`config.mk`:
```
export PLATFORM = sky130hd
export DESIGN_NAME = npc_seq_ctrl_flat
export DESIGN_NICKNAME = d
export VERILOG_FILES = /design/src/rtl/npc_seq_ctrl_pkg.sv /design/src/rtl/npc_seq_ctrl_if.sv /design/src/rtl/npc_perf_cnt.sv /design/src/rtl/npc_seq_ctrl.sv /design/src/flat_wrapper.sv
export SDC_FILE = /design/constraint.sdc
export NUM_CORES = 1
export LEC_CHECK = 0
export CORE_MARGIN = 10
export CORE_UTILIZATION = 45
export DETAILED_ROUTE_END_ITERATION = 8
export GPL_TIMING_DRIVEN = 0
export HOLD_SLACK_MARGIN = 0.06
export PLACE_DENSITY = 0.8
export SLEW_MARGIN = 0
export SYNTH_ARGS = -nofsm -noshare
export SYNTH_HDL_FRONTEND = slang
export SYNTH_SLANG_ARGS = --single-unit
```
`constraint.sdc`:
```
create_clock -name clk -period 3.7 [get_ports clk]
set_clock_uncertainty 0.2 [all_clocks]
set_input_delay 0.74 -clock clk [delete_from_list [all_inputs] [get_ports clk]]
set_output_delay 0.74 -clock clk [all_outputs]
set_load 0.02 [all_outputs]
```
`src/rtl/npc_seq_ctrl_pkg.sv`:
```
// Shared encodings for the NPC sequencer: state codes, halt codes and default geometry.
package npc_seq_ctrl_pkg;

  localparam int          XLEN_DEF     = 64;
  localparam int          INST_W_DEF   = 32;
  localparam logic [63:0] PC_RESET_DEF = 64'h8000_0000;

  localparam logic [2:0] ST_FETCH_REQ  = 3'd0;
  localparam logic [2:0] ST_FETCH_WAIT = 3'd1;
  localparam logic [2:0] ST_DECODE     = 3'd2;
  localparam logic [2:0] ST_EXEC       = 3'd3;
  localparam logic [2:0] ST_WB         = 3'd4;
  localparam logic [2:0] ST_HALT       = 3'd5;

  typedef enum logic [2:0] {
    FETCH_REQ  = ST_FETCH_REQ,
    FETCH_WAIT = ST_FETCH_WAIT,
    DECODE     = ST_DECODE,
    EXEC       = ST_EXEC,
    WB         = ST_WB,
    HALT       = ST_HALT
  } state_e;

  localparam logic [1:0] HALT_NONE    = 2'd0;
  localparam logic [1:0] HALT_EBREAK  = 2'd1;
  localparam logic [1:0] HALT_ILLEGAL = 2'd2;
  localparam logic [1:0] HALT_FAULT   = 2'd3;

  // Instructions are 4-byte aligned; any set low bit is a fault.
  function automatic logic misaligned(input logic [1:0] addr_lo);
    return |addr_lo;
  endfunction

endpackage

```
`src/rtl/npc_seq_ctrl_if.sv`:
```
// Instruction-fetch channel: valid/ready request plus a response with error flag.
interface npc_seq_ctrl_if #(
  parameter int XLEN   = 64,
  parameter int INST_W = 32
);
  logic              ifu_req_valid;
  logic              ifu_req_ready;
  logic [XLEN-1:0]   ifu_addr;
  logic              ifu_rsp_valid;
  logic [INST_W-1:0] ifu_rsp_data;
  logic              ifu_rsp_err;

  modport master (
    output ifu_req_valid, ifu_addr,
    input  ifu_req_ready, ifu_rsp_valid, ifu_rsp_data, ifu_rsp_err
  );

  modport slave (
    input  ifu_req_valid, ifu_addr,
    output ifu_req_ready, ifu_rsp_valid, ifu_rsp_data, ifu_rsp_err
  );

  modport monitor (
    input ifu_req_valid, ifu_req_ready, ifu_rsp_valid
  );
endinterface

```
`src/rtl/npc_perf_cnt.sv`:
```
// 64-bit cycle and retired-instruction counters; cycle counting stops while frozen.
module npc_perf_cnt (
  input  logic        clk,
  input  logic        rst_n,
  input  logic        inc_cycle,
  input  logic        inc_inst,
  input  logic        freeze,
  output logic [63:0] cycle_cnt,
  output logic [63:0] instret_cnt
);

  logic [63:0] cycle_r;
  logic [63:0] instret_r;

  // Counter registers; both wrap naturally at 2^64.
  always_ff @(posedge clk or negedge rst_n) begin
    if (!rst_n) begin
      cycle_r   <= 64'd0;
      instret_r <= 64'd0;
    end else begin
      if (inc_cycle && !freeze) begin
        cycle_r <= cycle_r + 64'd1;
      end else begin
        cycle_r <= cycle_r;
      end
      if (inc_inst) begin
        instret_r <= instret_r + 64'd1;
      end else begin
        instret_r <= instret_r;
      end
    end
  end

  assign cycle_cnt   = cycle_r;
  assign instret_cnt = instret_r;

endmodule

```
`src/rtl/npc_seq_ctrl.sv`:
```
// Multi-cycle fetch/decode/execute/writeback sequencer for the NPC core.
// Owns the PC and instruction register and decides when and why the core halts.
module npc_seq_ctrl
  import npc_seq_ctrl_pkg::*;
#(
  parameter int              XLEN     = XLEN_DEF,
  parameter logic [XLEN-1:0] PC_RESET = XLEN'(PC_RESET_DEF),
  parameter int              INST_W   = INST_W_DEF
) (
  input  logic              clk,
  input  logic              rst_n,
  npc_seq_ctrl_if.master    ifu,
  output logic [INST_W-1:0] inst,
  input  logic              dec_is_ebreak,
  input  logic              dec_illegal,
  output logic              exu_en,
  input  logic              exu_done,
  input  logic              npc_sel,
  input  logic [XLEN-1:0]   npc_target,
  output logic              rf_wen,
  output logic [XLEN-1:0]   pc,
  output logic              halted,
  output logic [1:0]        halt_code,
  output logic [63:0]       cycle_cnt,
  output logic [63:0]       instret_cnt
);

  localparam logic [XLEN-1:0] PC_STEP = XLEN'(3'd4);

  state_e            state_r, state_s;
  logic [XLEN-1:0]   pc_r, pc_s;
  logic [XLEN-1:0]   target_r, target_s;
  logic [INST_W-1:0] inst_r, inst_s;
  logic [1:0]        halt_code_r, halt_code_s;
  logic              exec_first_r, exec_first_s;
  logic              sel_r, sel_s;
  logic              inc_inst_s;

  // Sequencer state and architectural registers.
  always_ff @(posedge clk or negedge rst_n) begin
    if (!rst_n) begin
      state_r      <= FETCH_REQ;
      pc_r         <= PC_RESET;
      inst_r       <= {INST_W{1'b0}};
      target_r     <= {XLEN{1'b0}};
      halt_code_r  <= HALT_NONE;
      exec_first_r <= 1'b0;
      sel_r        <= 1'b0;
    end else begin
      state_r      <= state_s;
      pc_r         <= pc_s;
      inst_r       <= inst_s;
      target_r     <= target_s;
      halt_code_r  <= halt_code_s;
      exec_first_r <= exec_first_s;
      sel_r        <= sel_s;
    end
  end

  // Next-state logic and register updates for each phase.
  always_comb begin
    state_s      = state_r;
    pc_s         = pc_r;
    inst_s       = inst_r;
    target_s     = target_r;
    halt_code_s  = halt_code_r;
    exec_first_s = 1'b0;
    sel_s        = sel_r;
    inc_inst_s   = 1'b0;
    case (state_r)
      FETCH_REQ: begin
        if (ifu.ifu_req_ready) begin
          state_s = FETCH_WAIT;
        end else begin
          state_s = FETCH_REQ;
        end
      end
      FETCH_WAIT: begin
        if (ifu.ifu_rsp_valid && ifu.ifu_rsp_err) begin
          state_s     = HALT;
          halt_code_s = HALT_FAULT;
        end else if (ifu.ifu_rsp_valid) begin
          inst_s  = ifu.ifu_rsp_data;
          state_s = DECODE;
        end else begin
          state_s = FETCH_WAIT;
        end
      end
      DECODE: begin
        // Illegal wins over ebreak; only ebreak counts as retired.
        if (dec_illegal) begin
          state_s     = HALT;
          halt_code_s = HALT_ILLEGAL;
        end else if (dec_is_ebreak) begin
          state_s     = HALT;
          halt_code_s = HALT_EBREAK;
          inc_inst_s  = 1'b1;
        end else begin
          state_s      = EXEC;
          exec_first_s = 1'b1;
        end
      end
      EXEC: begin
        if (exu_done) begin
          sel_s    = npc_sel;
          target_s = npc_target;
          state_s  = WB;
        end else begin
          state_s = EXEC;
        end
      end
      WB: begin
        inc_inst_s = 1'b1;
        if (sel_r && misaligned(target_r[1:0])) begin
          state_s     = HALT;
          halt_code_s = HALT_FAULT;
        end else begin
          pc_s    = sel_r ? target_r : (pc_r + PC_STEP);
          state_s = FETCH_REQ;
        end
      end
      HALT: begin
        state_s = HALT;
      end
      default: begin
        state_s     = HALT;
        halt_code_s = HALT_FAULT;
      end
    endcase
  end

  assign ifu.ifu_req_valid = (state_r == FETCH_REQ);
  assign ifu.ifu_addr      = pc_r;
  assign exu_en            = (state_r == EXEC) && exec_first_r;
  assign rf_wen            = (state_r == WB);
  assign halted            = (state_r == HALT);
  assign pc                = pc_r;
  assign inst              = inst_r;
  assign halt_code         = halt_code_r;

  npc_perf_cnt u_perf_cnt (
    .clk         (clk),
    .rst_n       (rst_n),
    .inc_cycle   (1'b1),
    .inc_inst    (inc_inst_s),
    .freeze      (halted),
    .cycle_cnt   (cycle_cnt),
    .instret_cnt (instret_cnt)
  );

endmodule

```
`src/flat_wrapper.sv`:
```
// flat-port wrapper written by rule: the top's interface ports become plain ports
module npc_seq_ctrl_flat import npc_seq_ctrl_pkg::*;
#(
  parameter int              XLEN     = XLEN_DEF,
  parameter logic [XLEN-1:0] PC_RESET = XLEN'(PC_RESET_DEF),
  parameter int              INST_W   = INST_W_DEF
)
  (clk, rst_n, inst, dec_is_ebreak, dec_illegal, exu_en, exu_done, npc_sel, npc_target, rf_wen, pc, halted, halt_code, cycle_cnt, instret_cnt, ifu_ifu_req_valid, ifu_ifu_addr, ifu_ifu_req_ready, ifu_ifu_rsp_valid, ifu_ifu_rsp_data, ifu_ifu_rsp_err);
  npc_seq_ctrl_if #(.XLEN(XLEN), .INST_W(INST_W)) ifu_i ();
  input  logic clk;
  input  logic rst_n;
  output logic [INST_W-1:0] inst;
  input  logic dec_is_ebreak;
  input  logic dec_illegal;
  output logic exu_en;
  input  logic exu_done;
  input  logic npc_sel;
  input  logic [XLEN-1:0] npc_target;
  output logic rf_wen;
  output logic [XLEN-1:0] pc;
  output logic halted;
  output logic [1:0] halt_code;
  output logic [63:0] cycle_cnt;
  output logic [63:0] instret_cnt;
  output wire logic [$bits(ifu_i.ifu_req_valid)-1:0] ifu_ifu_req_valid;
  output wire logic [$bits(ifu_i.ifu_addr)-1:0] ifu_ifu_addr;
  input wire logic [$bits(ifu_i.ifu_req_ready)-1:0] ifu_ifu_req_ready;
  input wire logic [$bits(ifu_i.ifu_rsp_valid)-1:0] ifu_ifu_rsp_valid;
  input wire logic [$bits(ifu_i.ifu_rsp_data)-1:0] ifu_ifu_rsp_data;
  input wire logic [$bits(ifu_i.ifu_rsp_err)-1:0] ifu_ifu_rsp_err;
  assign ifu_ifu_req_valid = ifu_i.ifu_req_valid;
  assign ifu_ifu_addr = ifu_i.ifu_addr;
  assign ifu_i.ifu_req_ready = ifu_ifu_req_ready;
  assign ifu_i.ifu_rsp_valid = ifu_ifu_rsp_valid;
  assign ifu_i.ifu_rsp_data = ifu_ifu_rsp_data;
  assign ifu_i.ifu_rsp_err = ifu_ifu_rsp_err;
  npc_seq_ctrl #(.XLEN(XLEN), .PC_RESET(PC_RESET), .INST_W(INST_W)) u_core (.clk(clk), .rst_n(rst_n), .ifu(ifu_i), .inst(inst), .dec_is_ebreak(dec_is_ebreak), .dec_illegal(dec_illegal), .exu_en(exu_en), .exu_done(exu_done), .npc_sel(npc_sel), .npc_target(npc_target), .rf_wen(rf_wen), .pc(pc), .halted(halted), .halt_code(halt_code), .cycle_cnt(cycle_cnt), .instret_cnt(instret_cnt));
endmodule
```
==> results of run 1 <==
-- metrics by stage --
| step | hold WS, ps | util (%) | std cells |
|---|---|---|---|
| final | 40.4 | 63.1 | 2334 |
| after global routing | 107 | 63.1 | 2331 |
| after CTS | 93.6 | 63.0 | 2326 |
| after detailed placement | 277 | 59.6 | 2267 |
| after global placement | 261 | 59.4 | 2265 |
| after floorplan | 244 | - | 1425 |
-- routing by layer --
metal / vias up / track usage (%) / share of wire, %
li1: 5897 / - / -
met1: 6340 / 27.7 / 36
met2: 669 / 40.4 / 48
met3: 109 / 9.73 / 12
met4: 8 / 8.17 / 3.0
met5: - / 0 / 0.10
-- worst max-delay path: stages (launching register included) --
cell and delay (ps):
dfrtp_1 400, buf_2 210, or3b_1 390, clkbuf_1 180
inv_2 190, buf_4 330, dlygate4sd2_1 400
-- what timing repair did --
item / CTS / global route
resized for setup: 2 / 0
setup endpoints to repair: 1 / 0
buffers inserted: 0 / 0
-- synth_stat cells (all sizes together), types with 4 or more instances --
cell type / instances
dfrtp: 294
xor2: 48
and2: 6
nand2b: 4
a22o: 5
or3: 10
or2: 5
a22oi: 5
o22ai: 49
a211oi: 6
and4: 13
nor3: 42
buf: 81
mux2: 100
nand3: 96
xnor2: 78
or4: 7
and3: 25
a31oi: 9
nor4: 22
nor2: 104
nand2: 130
o21ai: 36
clkbuf: 48
a21oi: 50
inv: 27
mux2i: 33
nand4: 55
-- state kept, by name (all words and copies together) (netlist names) --
name                           cells
u_core.inst                       32
u_core.halt_code                   2
u_core.target_r                   64
u_core.sel_r                       1
u_core.u_perf_cnt.cycle_cnt       64
u_core.ifu.ifu_addr               64
u_core.u_perf_cnt.instret_cnt     64
u_core.exec_first_r                1
u_core.state_r                     3
-- area by class of cell --
class                      count  share of cell area, %
sequential                   295                   36.1
multi-input combinational    974                   31.6
timing repair buffer         400                   19.7
clock buffer                  50                   5.09
buffer                       128                   3.78
tap                          442                   2.70
inverter                      27                  0.495
clock inverter                10                  0.403
antenna                        8                 0.0978
-- kinds of logic (layout without fill, tap and decap cells) --
kind of cell / count (synthesis) / after routing / synth area share (%)
buffers and inverters: 156 / 615 / 5.94
and+or+nand+nor: 527 / 527 / 18.6
xor gates and xnor gates: 126 / 126 / 7.49
DFF: 295 / 295 / 50.1
AOI/OAI and AO/OA: 185 / 185 / 7.77
muxes: 133 / 133 / 9.91
adders and majority gates: 3 / 3 / 0.255
other: 0 / 8 / 0
-- power groups by stage --
stage	sequential [uW]	clock [uW]	combinational (uW)
final	4900	3350	5170
after global placement	4890	0	5030
after global routing	5000	3530	5520
after detailed placement	4930	0	5150
after floorplan	5170	0	2490
after CTS	4880	3400	5170
-- worst paths after layout --
kind                                                                 end  slack [ps]
max                                                               rf_wen         150
min                                      u_core.target_r[17]$_DFFE_PN0P_          40
max reg2reg                          u_core.ifu.ifu_addr[50]$_DFFE_PN0N_         580
min reg2reg                u_core.u_perf_cnt.instret_cnt[63]$_DFFE_PN0P_         290
max in group asynchronous  u_core.u_perf_cnt.instret_cnt[26]$_DFFE_PN0P_        2160
min in group clk           u_core.u_perf_cnt.instret_cnt[63]$_DFFE_PN0P_         290
==> results_dict.tcl, run 1 <==
set metrics [dict create \
    status "completed" \
    yosysWarnings 0 \
    hold_class "in2async" \
    async_flop_share_pct 100 \
    worstSkewPairLatency_ps 500 \
    p_sw_uw 4870 \
    fill_cells 2606 \
    die_y_um 201 \
    setup_slack_ps 155 \
    worstPathArrival_ps 2610 \
    synth.area.top_cells "dfrtp_1 (50%), mux2_2 (7.6%), xnor2_1 (4.6%)" \
    min_period_over_period_pct 95.8 \
    multi_input_area_um2 6480 \
    cp-startpoint "u_core.state_r[2]$_DFF_PN0_" \
    synth_seq_cells 295 \
    syn_inst 1425 \
    postPlaceCellArea_um2 19300 \
    grt_max_degree 122 \
    power_leakage_uw 0.00865 \
    grt_pass1_wl_mm 78.3 \
    avgRoutedWirePerCell_um 21.5 \
    grt.total_usage_pct 24.2 \
    rsz0062_at_grt "no" \
    clk_pin_slew_worst_paths_ps 60 \
    synth_edf_count 0 \
    seq_area_um2 7380 \
    clock_path_buffers 3 \
    crit_type "reg2out" \
    synthesis.nets 1533 \
    fmax_mhz 282 \
    synth_top_cell_area_share_pct 49.9 \
    die_x_um 201 \
    critical_path_required_ps 2760 \
    p_clk_share_pct 25.0 \
    hold_viol_final 0 \
    viasPerCell 5.58 \
    finalSetupTns_ps 0 \
    r2r_start "u_core.ifu.ifu_addr[2]$_DFFE_PN0N_" \
    syn_area_um2 14700 \
    cts-hold-fix-buffers 0 \
    p_total_uw 13400 \
    syn_to_final_growth_pct 38.9 \
    core.rowCount 66 \
    coreArea_um2 32500 \
    irDropWorstVdd_uv 469 \
    tritoncts "done" \
    final_area_um2 20500 \
    path_max_fanout 19 \
    tightest_slew_ps 1070 \
    synthFlopType "dfrtp_1" \
    start_util_pct 45.4 \
    p_comb_share_pct 38.5 \
    grt_overflow_total 0 \
    grt_antenna_before_repair 13 \
    wirelength_mm 50.3 \
    seqPwrFrac_pct 36.5 \
    mostFrequentLayoutCell "clkdlybuf4s50_1" \
    vias 13000 \
    maxSlewViolCount 0 \
    die_area_um2 40400 \
    synth.distinct_cells 70 \
    slew_headroom_pct 28.0 \
    clock-sinks 295 \
    drtIter0Drc 1132 \
    swShare_pct 36.3 \
    root_buffer "clkbuf_16" \
    final_cell_mix "clkdlybuf4s50_1 (396), dfrtp_1 (294), nand2_1 (129)" \
    gp_congestion 0.950 \
    cts-htree-levels 2 \
    antenna_left 0 \
    fin_nets 1969 \
    drc_errors 0 \
    drv_cap 0 \
    rr_worst_depth 7 \
    setup.worst_path.start_class "flop" \
    timing.final.crit_period_ps 3550 \
    setup_violations 0 \
    synth.avg_cell_area_um2 10.3 \
    numPortBuffers 398 \
    cp-end-kind "output pin" \
    pre_cts_ws_ps -175 \
    drive_above_1_share_pct 14.4 \
    cts_buffers 35 \
    ios 399 \
    p_int_uw 8550 \
    hpwl_mm 38.0 \
    p_per_area_nw_per_um2 655 \
    yosysSeqAreaShare_pct 50.1 \
    synth_top_area_cell "dfrtp_1" \
    first_pass_iters 6 \
    grt_pass1_vias 13100 \
]
Power figures use the tool's default switching activity.
==> run 2, diff against run 1 <==
--- a/constraint.sdc
+++ b/constraint.sdc
@@ -4,2 +4,2 @@
 set_output_delay 0.74 -clock clk [all_outputs]
-set_load 0.02 [all_outputs]
+set_load 0.05 [all_outputs]
==> run 2 against run 1 <==
  * Setup slack better by 55 ps
  * Global-route usage about the same
  * Clock power barely moved
  * Critical endpoint unchanged
==> results_dict.tcl, run 2 (synthesis gave the netlist of run 1 again) <==
set metrics [dict create \
    swShare_pct 42.6 \
    clock-sinks 295 \
    critPathBufInv 5 \
    final_area_um2 20500 \
    drv_cap 0 \
    p_per_area_nw_per_um2 726 \
    p_total_uw 14900 \
    numPortBuffers 398 \
    clock_path_buffers 3 \
    syn_to_final_growth_pct 38.9 \
    postPlaceCellArea_um2 19300 \
    setup.worst_path.start_class "flop" \
    setup_violations 0 \
    fin_util_pct 63.1 \
    coreArea_um2 32500 \
    root_buffer "clkbuf_16" \
    cpPeakStageDelay_ps 400 \
    crit_type "reg2out" \
    grt_overflow_total 0 \
    irDropWorstVdd_uv 573 \
    cts-hold-fix-buffers 0 \
    p_clk_share_pct 22.6 \
    tightest_slew_ps 1070 \
    fmax_mhz 287 \
    p_int_uw 8530 \
    die_area_um2 40400 \
    timing.final.crit_period_ps 3490 \
    grt.total_usage_pct 24.2 \
    grt_pass1_wl_mm 78.2 \
    hold_class "in2async" \
    core.rowCount 66 \
    status "completed" \
    first_pass_iters 6 \
    crit_family "buffers and inverters" \
    dp_cells 2267 \
    gp_congestion 0.950 \
    cp-end-kind "output pin" \
    vias 13000 \
    grt_max_degree 122 \
    drive_above_1_share_pct 14.5 \
    die_y_um 201 \
    maxSlewViolCount 0 \
    rsz0062_at_grt "no" \
    worstSkewPairLatency_ps 500 \
    p_comb_share_pct 44.5 \
    die_x_um 201 \
    cts-htree-levels 2 \
    fin_nets 1969 \
    cp_cell_sequence "buf_2 > or3b_1 > clkbuf_1 > inv_2 > buf_4 > buf_2" \
    drtIter0Drc 1133 \
    power_leakage_uw 0.00864 \
    critical_path_required_ps 2760 \
    tritoncts "done" \
    critical-path-slowest-cell "dfrtp_1" \
    grt_pass1_vias 13100 \
    p_sw_uw 6320 \
    wirelength_mm 50.3 \
    start_util_pct 45.4 \
    fill_cells 2604 \
    viasPerCell 5.57 \
    antenna_left 0 \
    mostFrequentLayoutCell "clkdlybuf4s50_1" \
    path_max_fanout 19 \
    drc_errors 0 \
    hold_viol_final 0 \
    cts_buffers 35 \
    min_period_over_period_pct 94.3 \
    clk_pin_slew_worst_paths_ps 60 \
    layout.cells.non_filler 2334 \
    avgRoutedWirePerCell_um 21.5 \
    ios 399 \
    hpwl_mm 38.0 \
    seqPwrFrac_pct 32.9 \
    final_cell_mix "clkdlybuf4s50_1 (396), dfrtp_1 (294), nand2_1 (129)" \
    slew_headroom_pct 28.0 \
    crit_top_cell "buf_2" \
    worstPathArrival_ps 2550 \
    grt_antenna_before_repair 13 \
    finalSetupTns_ps 0 \
]
[run 2: changes by cell type in the layout (fill, tap and decap cells not counted), sizes merged]
cell         delta
dlygate4sd2     -1
buf             +1
[run 2: power by group through the flow]
stage                     Combinational [uW]  Clock, uW  Sequential (uW)
after global placement                  6470          0             4890
after floorplan                         2960          0             6150
after CTS                               6610       3400             4880
final                                   6610       3350             4900
after global routing                    6960       3530             5000
after detailed placement                6590          0             4930
[run 2: metrics by stage]
| stage | worst slack (ps) | hold slack (ps) |
|---|---|---|
| floorplan | 824 | 244 |
| global placement | -11080 | 261 |
| detailed placement | -374 | 277 |
| CTS | 149 | 93.6 |
| global route | 82.5 | 107 |
| finish | 210 | 40.2 |
[run 2: final timing paths]
check / startpoint / to / slack [ps] / depth (start not counted)
max: u_core.state_r[2]$_DFF_PN0_ / rf_wen / 210 / 6
min: rst_n / u_core.target_r[17]$_DFFE_PN0P_ / 40 / 1
max reg2reg: u_core.state_r[2]$_DFF_PN0_ / u_core.ifu.ifu_addr[18]$_DFFE_PN0N_ / 620 / 9
min reg2reg: u_core.u_perf_cnt.instret_cnt[63]$_DFFE_PN0P_ / u_core.u_perf_cnt.instret_cnt[63]$_DFFE_PN0P_ / 290 / 1
max in group asynchronous: rst_n / u_core.u_perf_cnt.instret_cnt[26]$_DFFE_PN0P_ / 2190 / 2
min in group clk: u_core.u_perf_cnt.instret_cnt[63]$_DFFE_PN0P_ / u_core.u_perf_cnt.instret_cnt[63]$_DFFE_PN0P_ / 290 / 1
[run 2: layout make-up]
| class | instances | area (um2) | share of cell area [%] |
|---|---|---|---|
| clock inverters | 10 | 82.6 | 0.403 |
| plain buffers | 128 | 773 | 3.78 |
| repair buffers | 400 | 4040 | 19.7 |
| clock buffers | 50 | 1040 | 5.09 |
| diodes | 8 | 20.0 | 0.0978 |
| well taps | 442 | 553 | 2.70 |
| inverters | 27 | 101 | 0.495 |
| flip-flops and latches | 295 | 7380 | 36.1 |
| multi-input cells | 974 | 6480 | 31.7 |
[run 2: layer usage]
metal | global-route usage, % | vias up | part of all wire [%]
li1 | - | 5900 | -
met1 | 27.6 | 6325 | 36
met2 | 40.4 | 656 | 49
met3 | 9.68 | 110 | 12
met4 | 8.22 | 8 | 3.0
met5 | 0 | - | 0.10
[run 2: repair_timing]
action	CTS	global route
setup endpoints to repair	1	1
resized for setup	4	2
setup buffers	0	0
==> run 3, diff against run 2 <==
Settings changed: SYNTH_HIERARCHICAL set to 1.
==> run 3 against run 2 <==
  * Non-clock buffer count down 8
  * Register-to-register slack got worse by 450 ps
  * Maximum frequency is 2.5% lower
  * Final area is 0.71% lower
  * Sequential power is essentially flat
  * Die area is 0.81% lower
  * Combinational power down 6.8%
  * Global-route usage decreased by 0.42 points
  * Flip-flop and latch count did not move
  * Synthesized area down 0.90%
==> results_dict.tcl, run 3 <==
set metrics [dict create \
    status "completed" \
    yosysWarnings 6 \
    final_cell_mix "clkdlybuf4s50_1 (394), dfrtp_1 (294), nand2_1 (103)" \
    fin_util_pct 63.9 \
    synth.avg_cell_area_um2 10.6 \
    synth_seq_cells 295 \
    min_period_over_period_pct 96.7 \
    cp-end-kind "output pin" \
    grt_antenna_before_repair 6 \
    pre_cts_ws_ps -255 \
    hold_viol_final 0 \
    power_leakage_uw 0.00862 \
    hold_class "reg2reg" \
    grt_pass1_vias 13000 \
    viasPerCell 5.62 \
    syn_area_um2 14600 \
    crit_type "reg2out" \
    synthFlopType "dfrtp_1" \
    critical_path_required_ps 2760 \
    antenna_left 0 \
    fill_cells 2523 \
    worstSkewPairLatency_ps 510 \
    syn_inst 1376 \
    hpwl_mm 37.5 \
    grt.total_usage_pct 23.8 \
    setup.worst_path.start_class "flop" \
    synth_top_cell_area_share_pct 50.4 \
    start_util_pct 45.9 \
    hold_ws_ps 288 \
    drc_errors 0 \
    irDropWorstVdd_uv 624 \
    path_max_fanout 10 \
    seq_area_um2 7380 \
    synth-xor-area-share_pct 7.67 \
    drtIter0Drc 921 \
    synth_compound_area_share_pct 6.50 \
    grt_pass1_wl_mm 76.9 \
    grt_max_degree 122 \
    core.rowCount 65 \
    synth_top_area_cell "dfrtp_1" \
    tightest_slew_ps 1020 \
    fmax_mhz 279 \
    tritoncts "done" \
    synthTopCellsByCount "dfrtp_1 (294), nand2_1 (103), mux2_2 (102)" \
    yosys.area_share.simple_pct 20.1 \
    synth.area.top_cells "dfrtp_1 (50%), mux2_2 (7.9%), xnor2_1 (4.6%)" \
    setup_violations 0 \
    timing.final.crit_period_ps 3580 \
    grt_overflow_total 0 \
    synth.distinct_cells 71 \
    worstPathArrival_ps 2640 \
    drive_above_1_share_pct 14.8 \
    vias 12800 \
    rsz0062_at_grt "no" \
    coreArea_um2 31800 \
    finalSetupTns_ps 0 \
    mostFrequentLayoutCell "clkdlybuf4s50_1" \
    cts-htree-levels 2 \
    clock-sinks 295 \
    die_area_um2 40100 \
    syn_to_final_growth_pct 39.2 \
    die_y_um 200 \
    yosys.area_share.adder_pct 0.325 \
    drv_cap 0 \
    gp_congestion 0.927 \
    muxShareOfSynthArea_pct 9.23 \
    maxSlewViolCount 0 \
    setup_slack_ps 121 \
    clk_pin_slew_worst_paths_ps 60 \
    cts_buffers 34 \
    ios 399 \
    multi_input_area_um2 6410 \
    first_pass_iters 5 \
    die_x_um 200 \
    synth_most_common_cell "dfrtp_1" \
    synth_edf_count 0 \
    avgRoutedWirePerCell_um 21.9 \
    numPortBuffers 398 \
    fin_nets 1925 \
    slew_headroom_pct 31.4 \
    synth_top_family_by_area "simple AND/OR/NAND/NOR gates" \
    root_buffer "clkbuf_16" \
    p_per_area_nw_per_um2 703 \
    yosysSeqAreaShare_pct 50.5 \
    wirelength_mm 50.0 \
    async_flop_share_pct 100 \
    clock_path_buffers 3 \
]
## run 3: routing by layer
layer	wire length (um)	track usage, %	vias up
met3	4880	8.49	95
met1	19600	28.1	6327
met4	1160	6.43	4
li1	-	-	5795
met5	32	0	-
met2	24300	40.1	589
## run 3: worst paths after layout
| path | cells after the start | slack, ps | start | endpoint |
|---|---|---|---|---|
| setup / recovery | 6 | 120 | u_core/state_r[0]$_DFF_PN0_ | rf_wen |
| hold / removal | 1 | 290 | u_core/u_perf_cnt/cycle_cnt[63]$_DFFE_PN0P_ | u_core/u_perf_cnt/cycle_cnt[63]$_DFFE_PN0P_ |
| setup reg to reg | 9 | 170 | u_core/state_r[0]$_DFF_PN0_ | u_core/state_r[2]$_DFF_PN0_ |
| hold reg to reg | 1 | 290 | u_core/u_perf_cnt/cycle_cnt[63]$_DFFE_PN0P_ | u_core/u_perf_cnt/cycle_cnt[63]$_DFFE_PN0P_ |
| max in group asynchronous | 3 | 1700 | rst_n | u_core/u_perf_cnt/instret_cnt[34]$_DFFE_PN0P_ |
| min in group asynchronous | 2 | 580 | rst_n | u_core/target_r[21]$_DFFE_PN0P_ |
## run 3: worst max-delay path, stage by stage, from the launching register on
cell and delay (ps):
dfrtp_1 360, buf_2 170, nor2_1 140, nand2_1 260, inv_1 230, clkbuf_2 360, dlygate4sd2_1 590
## run 3: cells by family after synthesis
kind of cell               Yosys count
and+or+nand+nor                    534
DFF                                295
AOI/OAI and AO/OA                  152
buffers and inverters              141
xor gates and xnor gates           127
muxes                              122
adders and majority gates            4
other                                1
## run 3: cell type report
class	count	share of cell area (%)
antenna	3	0.0369
clock inverter	12	0.572
clock buffer	48	4.74
tap	435	2.68
sequential	295	36.3
buffer	116	3.60
multi-input combinational	941	31.5
timing repair buffer	404	20.1
inverter	25	0.462
## run 3: per-stage QoR
step	cell area (um2)	power, uW	cells
after global routing	20300	14900	2278
after floorplan	14600	8720	1377
after global placement	19100	10900	2210
final	20300	14300	2279
after detailed placement	19200	11100	2212
after CTS	20300	14400	2273
## run 3: power by group
part	switching, uW	total, uW	internal (uW)
registers	870	4880	4010
clock network	1360	3260	1900
logic	3860	6160	2300
## run 3: what timing repair did
item	CTS	global route
gates resized for setup	2	3
pin swaps	0	1
hold endpoints to repair	58	0
endpoints found under the setup margin	1	9
setup buffers	0	3
hold buffers	1	0
cloned	0	0
